===== config.mk =====
export PLATFORM = sky130hd
export DESIGN_NAME = imem_boot_loader
export DESIGN_NICKNAME = d
export VERILOG_FILES = /design/src/rtl/mips_boot_pkg.sv /design/src/rtl/imem_boot_loader.sv
export SDC_FILE = /design/constraint.sdc
export NUM_CORES = 1
export LEC_CHECK = 0
export CAP_MARGIN = 5
export CELL_PAD_IN_SITES_DETAIL_PLACEMENT = 0
export CELL_PAD_IN_SITES_GLOBAL_PLACEMENT = 2
export CORE_MARGIN = 1
export CORE_UTILIZATION = 29
export CTS_CLUSTER_DIAMETER = 50
export DETAILED_ROUTE_END_ITERATION = 7
export PLACE_DENSITY = 0.85
export SYNTH_ARGS = -nofsm -noshare
export SYNTH_HDL_FRONTEND = slang
export SYNTH_SLANG_ARGS = --single-unit

===== constraint.sdc =====
create_clock -name clk -period 4.1 [get_ports clk]
set_input_delay 0.615 -clock clk [delete_from_list [all_inputs] [get_ports clk]]
set_output_delay 0.615 -clock clk [all_outputs]
set_load 0.05 [all_outputs]

===== src/rtl/mips_boot_pkg.sv =====
// Shared types and constants for the boot-time program loader: FSM states,
// error codes, header field positions and memory-select encodings.
package mips_boot_pkg;

  typedef enum logic [2:0] {
    HDR     = 3'd0,
    PAYLOAD = 3'd1,
    CHECK   = 3'd2,
    DONE    = 3'd3,
    ERROR   = 3'd4
  } boot_state_e;

  localparam logic [1:0] ERR_NONE  = 2'b00;
  localparam logic [1:0] ERR_CSUM  = 2'b01;
  localparam logic [1:0] ERR_RANGE = 2'b10;
  localparam logic [1:0] ERR_EMPTY = 2'b11;

  localparam int HDR_TARGET_BIT = 31;
  localparam int HDR_END_BIT    = 30;
  localparam int HDR_BASE_LSB   = 16;
  localparam int HDR_COUNT_LSB  = 0;

  localparam logic SEL_IMEM = 1'b0;
  localparam logic SEL_DMEM = 1'b1;

endpackage


===== src/rtl/imem_boot_loader.sv =====
// Streams header/payload/checksum segments into IMEM or DMEM through a single
// write port and holds the core idle until an end marker arrives.
module imem_boot_loader
  import mips_boot_pkg::*;
#(
  parameter int DATA_W     = 32,
  parameter int ADDR_W     = 10,
  parameter int IMEM_DEPTH = 512,
  parameter int DMEM_DEPTH = 1024
) (
  input  logic              clk,
  input  logic              rst,
  input  logic [DATA_W-1:0] in_data,
  input  logic              in_valid,
  output logic              in_ready,
  output logic              mem_we,
  output logic              mem_sel,
  output logic [ADDR_W-1:0] mem_addr,
  output logic [DATA_W-1:0] mem_wdata,
  output logic              cpu_hold,
  output logic              done,
  output logic              error,
  output logic [1:0]        err_code,
  output logic [7:0]        seg_count
);

  localparam logic [ADDR_W:0] IMEM_LIM = (ADDR_W+1)'(IMEM_DEPTH);
  localparam logic [ADDR_W:0] DMEM_LIM = (ADDR_W+1)'(DMEM_DEPTH);

  boot_state_e       state_q;
  logic              target_q;
  logic [ADDR_W-1:0] addr_q;
  logic [ADDR_W-1:0] remain_q;
  logic [DATA_W-1:0] csum_q;
  logic              mem_we_q;
  logic              mem_sel_q;
  logic [ADDR_W-1:0] mem_addr_q;
  logic [DATA_W-1:0] mem_wdata_q;
  logic              cpu_hold_q;
  logic              done_q;
  logic              error_q;
  logic [1:0]        err_code_q;
  logic [7:0]        seg_count_q;

  logic              hdr_target;
  logic              hdr_end;
  logic [ADDR_W-1:0] hdr_base;
  logic [ADDR_W-1:0] hdr_count;
  logic [ADDR_W:0]   hdr_span;
  logic [ADDR_W:0]   hdr_limit;
  logic              accept;

  // Header decode is evaluated every cycle; only consumed in HDR.
  assign hdr_target = in_data[HDR_TARGET_BIT];
  assign hdr_end    = in_data[HDR_END_BIT];
  assign hdr_base   = in_data[HDR_BASE_LSB +: ADDR_W];
  assign hdr_count  = in_data[HDR_COUNT_LSB +: ADDR_W];
  assign hdr_span   = {1'b0, hdr_base} + {1'b0, hdr_count};
  assign hdr_limit  = (hdr_target == SEL_DMEM) ? DMEM_LIM : IMEM_LIM;

  assign in_ready = rst && ((state_q == HDR) || (state_q == PAYLOAD) || (state_q == CHECK));
  assign accept   = in_valid && in_ready;

  always_ff @(posedge clk) begin
    if (!rst) begin
      state_q     <= HDR;
      target_q    <= SEL_IMEM;
      addr_q      <= '0;
      remain_q    <= '0;
      csum_q      <= '0;
      mem_we_q    <= 1'b0;
      mem_sel_q   <= SEL_IMEM;
      mem_addr_q  <= '0;
      mem_wdata_q <= '0;
      cpu_hold_q  <= 1'b1;
      done_q      <= 1'b0;
      error_q     <= 1'b0;
      err_code_q  <= ERR_NONE;
      seg_count_q <= '0;
    end else begin
      mem_we_q <= 1'b0;
      case (state_q)
        HDR: if (accept) begin
          if (hdr_end) begin
            state_q    <= DONE;
            done_q     <= 1'b1;
            cpu_hold_q <= 1'b0;
          end else if (hdr_count == '0) begin
            state_q    <= ERROR;
            error_q    <= 1'b1;
            err_code_q <= ERR_EMPTY;
          end else if (hdr_span > hdr_limit) begin
            state_q    <= ERROR;
            error_q    <= 1'b1;
            err_code_q <= ERR_RANGE;
          end else begin
            state_q  <= PAYLOAD;
            target_q <= hdr_target;
            addr_q   <= hdr_base;
            remain_q <= hdr_count;
            csum_q   <= '0;
          end
        end
        PAYLOAD: if (accept) begin
          mem_we_q    <= 1'b1;
          mem_sel_q   <= target_q;
          mem_addr_q  <= addr_q;
          mem_wdata_q <= in_data;
          addr_q      <= addr_q + ADDR_W'(1);
          csum_q      <= csum_q ^ in_data;
          remain_q    <= remain_q - ADDR_W'(1);
          if (remain_q == ADDR_W'(1)) state_q <= CHECK;
        end
        CHECK: if (accept) begin
          if (in_data == csum_q) begin
            state_q <= HDR;
            if (seg_count_q != 8'hFF) seg_count_q <= seg_count_q + 8'd1;
          end else begin
            state_q    <= ERROR;
            error_q    <= 1'b1;
            err_code_q <= ERR_CSUM;
          end
        end
        default: ;  // DONE and ERROR are terminal until reset
      endcase
    end
  end

  assign mem_we    = mem_we_q;
  assign mem_sel   = mem_sel_q;
  assign mem_addr  = mem_addr_q;
  assign mem_wdata = mem_wdata_q;
  assign cpu_hold  = cpu_hold_q;
  assign done      = done_q;
  assign error     = error_q;
  assign err_code  = err_code_q;
  assign seg_count = seg_count_q;

endmodule


==> flow_metrics.tcl, run 1 <==
set metrics [dict create \
    status "finished, final reports clean" \
    path_class "primary input to flop" \
    ys_ff_latch 113 \
    wl_per_cell_um 16.7 \
    grt_max_degree 83 \
    finalCritPeriodShare_pct 95.7 \
    dr.pass1.iters 5 \
    root_buffer "clkbuf_16" \
    vias 5521 \
    syn_inst 714 \
    maxSlewViolCount 0 \
    cts_max_path_buffers 2 \
    dieArea_sq_um 20600 \
    routed_via_density 4.93 \
    grt_pass1_wl_um 29500 \
    row_count 51 \
    switching_share_pct 26.9 \
    synthesis.area_sq_um 5820 \
    cp_top_family "compound AO/OA/AOI/OAI gates" \
    syn-num-nets 766 \
    min_period_ps 3920 \
    worstPathRequired_ps 4430 \
    syn_avg_cell_area_sq_um 8.15 \
    worst_pin_slew_ps 1110 \
    final_cell_mix "120 x nand2_1, 113 x dfxtp_1, 77 x a21oi_1, 75 x clkdlybuf4s50_1" \
    yosysWarnings 0 \
    start_kind "primary input" \
    pwr-share-comb_pct 17.3 \
    wl_um 18700 \
    hpwl_um 13200 \
    fin_tns_setup_ps 0 \
    ioPinCount 93 \
    cts_sinks 113 \
    ctsHoldBuffers 0 \
    cp_max_fo 3 \
    finalPower_mw 3.48 \
    gp_congestion 0.851 \
    power_frac_seq_pct 34.1 \
    pwr-share-clk_pct 48.5 \
    synth_async_sr_flop_share_pct 0 \
    switchingPower_mw 0.937 \
    relSlewSlack_pct 25.8 \
    grt_pass1_vias 5202 \
    hold_viol 0 \
    worst_skew_pair.late_latency_ps 420 \
    die_w_um 144 \
    synthFlopType "dfxtp_1" \
    cts_buffers 17 \
    drv_cap 0 \
    layout_commonest_cell "nand2_1" \
    nNetsFinal 895 \
    crit_chain "dlygate4sd2_1 > ha_2 > and2_4 > or3_1 > o221a_1 > o21ai_1 > nand2b_1 > ha_1 > and4b_1 > o21ai_1 > a2111oi_2 > o2111ai_2 > o31ai_4 > buf_4 > nand2_1 > or3_1 > a31oi_1" \
    drtIter0Drc 460 \
    area_growth_syn_to_layout_pct 38.0 \
    grt-ovfl-total 0 \
    vdd_ir_drop_max_v 0.000275 \
    power.internal_mw 2.54 \
    io_buffers 92 \
    cts_max_level 4 \
    max_stage_delay_ps 360 \
    synth_cell_types 68 \
    ys_seq_area_share_pct 38.9 \
    drive_gt1_share_pct 19.0 \
    pwr_density_cell_nw_per_um2 434 \
    power_leakage_nw 2.90 \
    critical_path_buf_inv_count 2 \
    hp-class "flop to flop" \
    cts_tree "yes" \
    cpMaxStageDelayCell "a2111oi_2" \
    drtAntennaViolNets 0 \
    antenna_found_initial 1 \
    setup_violations 0 \
    coreArea_sq_um 19600 \
    initial_core_util_pct 29.7 \
    grt_use_total_pct 19.2 \
    critPathCaptureType "flop" \
    die_h_um 144 \
    fmax_ghz 0.255 \
    arrival_ps 4250 \
    skew_ps 7.23 \
    drc 0 \
    synth_edf_count 0 \
    clk_pin_slew_worst_paths_ps 50 \
]
## cells in the mapped netlist, drive strengths merged (2+ instances only)
cell type	number	area [sq um]
a211oi	5	42.5
a21o	5	37.5
a21oi	95	543
a22oi	5	37.5
a31oi	4	40.0
and2	4	27.5
buf	16	124
clkbuf	24	91.3
dfxtp	113	2260
ha	16	200
inv	16	60.1
mux2i	2	20.0
nand2	122	460
nand2b	8	57.6
nand3	15	75.1
nand3b	23	173
nand4	4	25.0
nor2	56	210
nor2b	7	43.8
nor3	17	90.1
nor4	10	83.8
o2111ai	2	17.5
o211a	3	30.0
o21a	2	15.0
o21ai	54	334
o22ai	11	68.8
o31a	2	17.5
o31ai	4	43.8
or3	11	68.8
or4	4	33.8
xnor2	12	105
xor2	24	210
## area by class of cell
type / instances / area (sq um)
fillers: 2034 / 11600
inverters: 16 / 61.3
multi-input cells: 545 / 3370
diodes: 1 / 2.50
repair buffers: 150 / 1330
well taps: 265 / 332
clock inverters: 10 / 206
clock buffers: 20 / 457
flip-flops and latches: 113 / 2260
## state kept, by name (all words and copies together), names as in the netlist
signal / flops
state_q: 3
target_q: 1
csum_q: 32
cpu_hold: 1
err_code: 2
seg_count: 8
mem_sel: 1
mem_wdata: 32
remain_q: 10
addr_q: 10
error: 1
mem_we: 1
mem_addr: 10
done: 1
## path summary, 6_finish.rpt
kind	from	end	slack, ps	cells after the start
hold reg to reg	cpu_hold$_SDFFE_PN1P_	cpu_hold$_SDFFE_PN1P_	440	2
hold / removal	cpu_hold$_SDFFE_PN1P_	cpu_hold$_SDFFE_PN1P_	440	2
setup / recovery	in_data[4]	addr_q[0]$_SDFFE_PN0P_	180	17
setup reg to reg	state_q[1]$_SDFFE_PN0P_	csum_q[20]$_SDFFE_PN0P_	1520	7
## worst register-to-register path: stages, from the launching register on
cell and delay (ps):
dfxtp_1 430, a211oi_1 400, and2_1 360, nand2_2 100
inv_2 470, buf_4 470, nand3b_1 150, a21oi_2 140
## layer usage
| layer | GRT usage [%] | vias up | routed length, um |
|---|---|---|---|
| li1 | - | 2773 | - |
| met5 | 0 | - | 0 |
| met2 | 29.0 | 163 | 8110 |
| met1 | 26.8 | 2562 | 9260 |
| met4 | 5.77 | 0 | 284 |
| met3 | 4.50 | 23 | 1070 |
## power by group through the flow
stage / Clock, mW / Sequential (mW) / Combinational, mW
global route: 1.77 / 1.19 / 0.657
detailed placement: 0 / 1.21 / 0.588
finish: 1.69 / 1.19 / 0.603
global placement: 0 / 1.21 / 0.592
floorplan: 0 / 1.25 / 0.315
CTS: 1.72 / 1.19 / 0.593
## kinds of logic after synthesis
kind of cell	count (synthesis)	synth area share (%)
compound gates	203	22.8
simple gates	287	24.0
xor+xnor	36	5.42
fa+ha+maj	17	3.79
buf+inv	56	4.73
flops	113	38.9
mux	2	0.344
## per-stage QoR
| stage | cells | utilization, % | worst slack [ps] | hold slack [ps] | cell area [sq um] |
|---|---|---|---|---|---|
| 2_1_floorplan | 714 | - | 74.3 | 431 | 5820 |
| 3_3_place_gp | 1086 | 37.2 | -702 | 439 | 7280 |
| 3_5_place_dp | 1086 | 37.2 | -708 | 438 | 7280 |
| 4_1_cts | 1117 | 40.7 | 4.59 | 450 | 7960 |
| 5_1_grt | 1119 | 41.0 | -29.0 | 471 | 8030 |
| 6_report | 1120 | 41.0 | 178 | 443 | 8030 |
## repair_timing
item / in CTS / in global routing
gates resized for setup: 22 / 38
endpoints found under the hold margin: 0 / 0
gates cloned: 0 / 0
setup endpoints to repair: 58 / 58
pin swaps: 6 / 15
buffers inserted: 1 / 2
Note: power is estimated with default switching activity, not from simulation.
==> inputs of run 2 (changes only) <==
--- a/config.mk
+++ b/config.mk
@@ -5,14 +5,15 @@
 export SDC_FILE = /design/constraint.sdc
 export NUM_CORES = 1
 export LEC_CHECK = 0
+export ABC_AREA = 1
 export CAP_MARGIN = 5
 export CELL_PAD_IN_SITES_DETAIL_PLACEMENT = 0
 export CELL_PAD_IN_SITES_GLOBAL_PLACEMENT = 2
 export CORE_MARGIN = 1
-export CORE_UTILIZATION = 29
+export CORE_UTILIZATION = 26
 export CTS_CLUSTER_DIAMETER = 50
 export DETAILED_ROUTE_END_ITERATION = 7
-export PLACE_DENSITY = 0.85
+export PLACE_DENSITY = 0.83
 export SYNTH_ARGS = -nofsm -noshare
 export SYNTH_HDL_FRONTEND = slang
 export SYNTH_SLANG_ARGS = --single-unit
==> constraint.sdc (replaced) <==
create_clock -name clk -period 4.1 [get_ports clk]
set_input_delay 0.615 -clock clk [delete_from_list [all_inputs] [get_ports clk]]
set_output_delay 0.615 -clock clk [all_outputs]
set_load 0.1 [all_outputs]
==> flow_metrics.tcl, run 2 <==
set metrics [dict create \
    wl_per_cell_um 13.4 \
    ctsHoldBuffers 0 \
    row_count 55 \
    dieArea_sq_um 24200 \
    worstPathRequired_ps 4450 \
    worst_pin_slew_ps 1070 \
    grt_pass1_wl_um 30000 \
    drtIter0Drc 314 \
    r2r_cells 6 \
    grt_pass1_vias 5648 \
    min_period_ps 3590 \
    gp_congestion 0.832 \
    fin_tns_setup_ps 0 \
    grt_max_degree 101 \
    drv_cap 0 \
    dr.pass1.iters 4 \
    finalCritPeriodShare_pct 87.7 \
    diodes 0 \
    syn_inst 955 \
    antenna_found_initial 0 \
    cts_tree "yes" \
    synth_cell_types 32 \
    arrival_ps 3950 \
    setup_violations 0 \
    drc 0 \
    cts_buffers 17 \
    cts_max_level 4 \
    critPathCaptureType "flop" \
    area_growth_syn_to_layout_pct 32.6 \
    fin_ws_ps 505 \
    die_w_um 156 \
    cts_max_path_buffers 2 \
    rsz0062_at_grt "no" \
    initial_core_util_pct 26.8 \
    fmax_ghz 0.278 \
    routed_via_density 4.27 \
    cts_setup_buffers 0 \
    synth_edf_count 0 \
    synthesis.area_sq_um 6140 \
    hp-class "flop to flop" \
    yosys-top-cells-area "dfxtp_1 37%, nand2_1 14%, nor2_1 14%" \
    yosysWarnings 0 \
    clk_pin_slew_worst_paths_ps 60 \
    vdd_ir_drop_max_v 0.000244 \
    status "finished, final reports clean" \
    grt-ovfl-total 0 \
    synth_top_cell_by_area "dfxtp_1" \
    nNetsFinal 1113 \
    relSlewSlack_pct 28.7 \
    start_kind "primary input" \
    cp_max_fo 28 \
    root_buffer "clkbuf_16" \
    vias 5919 \
    pwr_density_cell_nw_per_um2 426 \
    drtAntennaViolNets 0 \
    hold_viol 0 \
    hpwl_um 13300 \
    wl_um 18600 \
    path_class "primary input to flop" \
    ioPinCount 93 \
    coreArea_sq_um 22900 \
    min_path_cells 2 \
    die_h_um 156 \
    synthTopCellsByCount "223 x nand2_1, 223 x nor2_1, 114 x inv_1" \
    skew_ps 10.2 \
    drive_gt1_share_pct 6.90 \
    preCtsSetupSlack_ps 62.1 \
    synth_async_sr_flop_share_pct 0 \
    syn-num-nets 1007 \
    synthFlopType "dfxtp_1" \
    synth_top_area_share_pct 36.9 \
    cts_resized 0 \
    cts_sinks 113 \
    io_buffers 92 \
    ys_ff_latch 113 \
    worst_skew_pair.late_latency_ps 420 \
    maxSlewViolCount 0 \
    final_cell_mix "223 x nand2_1, 223 x nor2_1, 114 x inv_1, 113 x dfxtp_1, 90 x clkdlybuf4s50_1" \
    syn_avg_cell_area_sq_um 6.43 \
    ys_seq_area_share_pct 36.9 \
    power_leakage_nw 3.84 \
    grt_use_total_pct 16.1 \
]
==> run 2: cell type report <==
| class | count | area, sq um |
|---|---|---|
| fill | 2500 | 14800 |
| timing repair buffer | 125 | 1170 |
| sequential | 113 | 2260 |
| inverter | 116 | 435 |
| multi-input combinational | 688 | 3280 |
| clock buffer | 22 | 484 |
| clock inverter | 9 | 106 |
| tap | 313 | 392 |
==> run 2: per-stage QoR <==
| step | hold slack [ps] | power, mW | util (%) | cells | instance area [sq um] |
|---|---|---|---|---|---|
| after floorplan | 430 | 1.77 | - | 955 | 6140 |
| after global placement | 445 | 2.00 | 32.9 | 1355 | 7550 |
| after detailed placement | 447 | 2.01 | 32.9 | 1355 | 7550 |
| after CTS | 456 | 3.51 | 35.5 | 1386 | 8140 |
| after global routing | 477 | 3.65 | 35.5 | 1386 | 8140 |
| final | 457 | 3.47 | 35.5 | 1386 | 8140 |
==> run 2: power by group <==
part	switching (mW)	internal (mW)	leakage, nW
Sequential	0.0467	1.17	0.917
Combinational	0.511	0.252	2.64
Clock	0.537	0.952	0.284
Total	1.10	2.37	3.84
==> run 2: critical path: stages <==
cell and delay [ps]:
clkdlybuf4s50_1 580, inv_1 140, fa_1 430, inv_1 80, nand2_1 60, nand2_1 100, nand4_1 130, nand2_1 130
a21oi_1 70, o21bai_1 120, ha_1 150, nand2_1 60, nor2_1 90, nand2_1 50, a21oi_1 110, nand3_1 80
nor2_1 110, nand3_1 110, nand3_2 90, nand3_2 110, buf_4 270, nand2_1 90, nand2_1 40, nor2_1 120
==> run 2: kinds of logic after synthesis <==
family | synth area share [%]
adder cells (fa/ha/maj) | 3.59
buffers and inverters | 9.72
XOR/XNOR | 6.71
AND/OR/NAND/NOR | 33.9
multiplexers | 0.163
AO/OA/AOI/OAI | 9.09
flip-flops | 36.9
==> run 2: per-layer routing <==
metal | track usage [%] | share of wire, %
met1 | 20.4 | 48
met2 | 26.5 | 46
met3 | 3.86 | 4.2
met4 | 5.93 | 2.1
met5 | 0 | 0
==> run 2: worst paths after layout <==
path | from | slack (ps) | endpoint
hold reg to reg | mem_addr[0]$_SDFFE_PN0P_ | 460 | mem_addr[0]$_SDFFE_PN0P_
setup / recovery | in_data[17] | 510 | csum_q[17]$_SDFFE_PN0P_
setup reg to reg | state_q[2]$_SDFFE_PN0P_ | 1560 | mem_wdata[4]$_SDFFE_PN0P_
hold / removal | mem_addr[0]$_SDFFE_PN0P_ | 460 | mem_addr[0]$_SDFFE_PN0P_
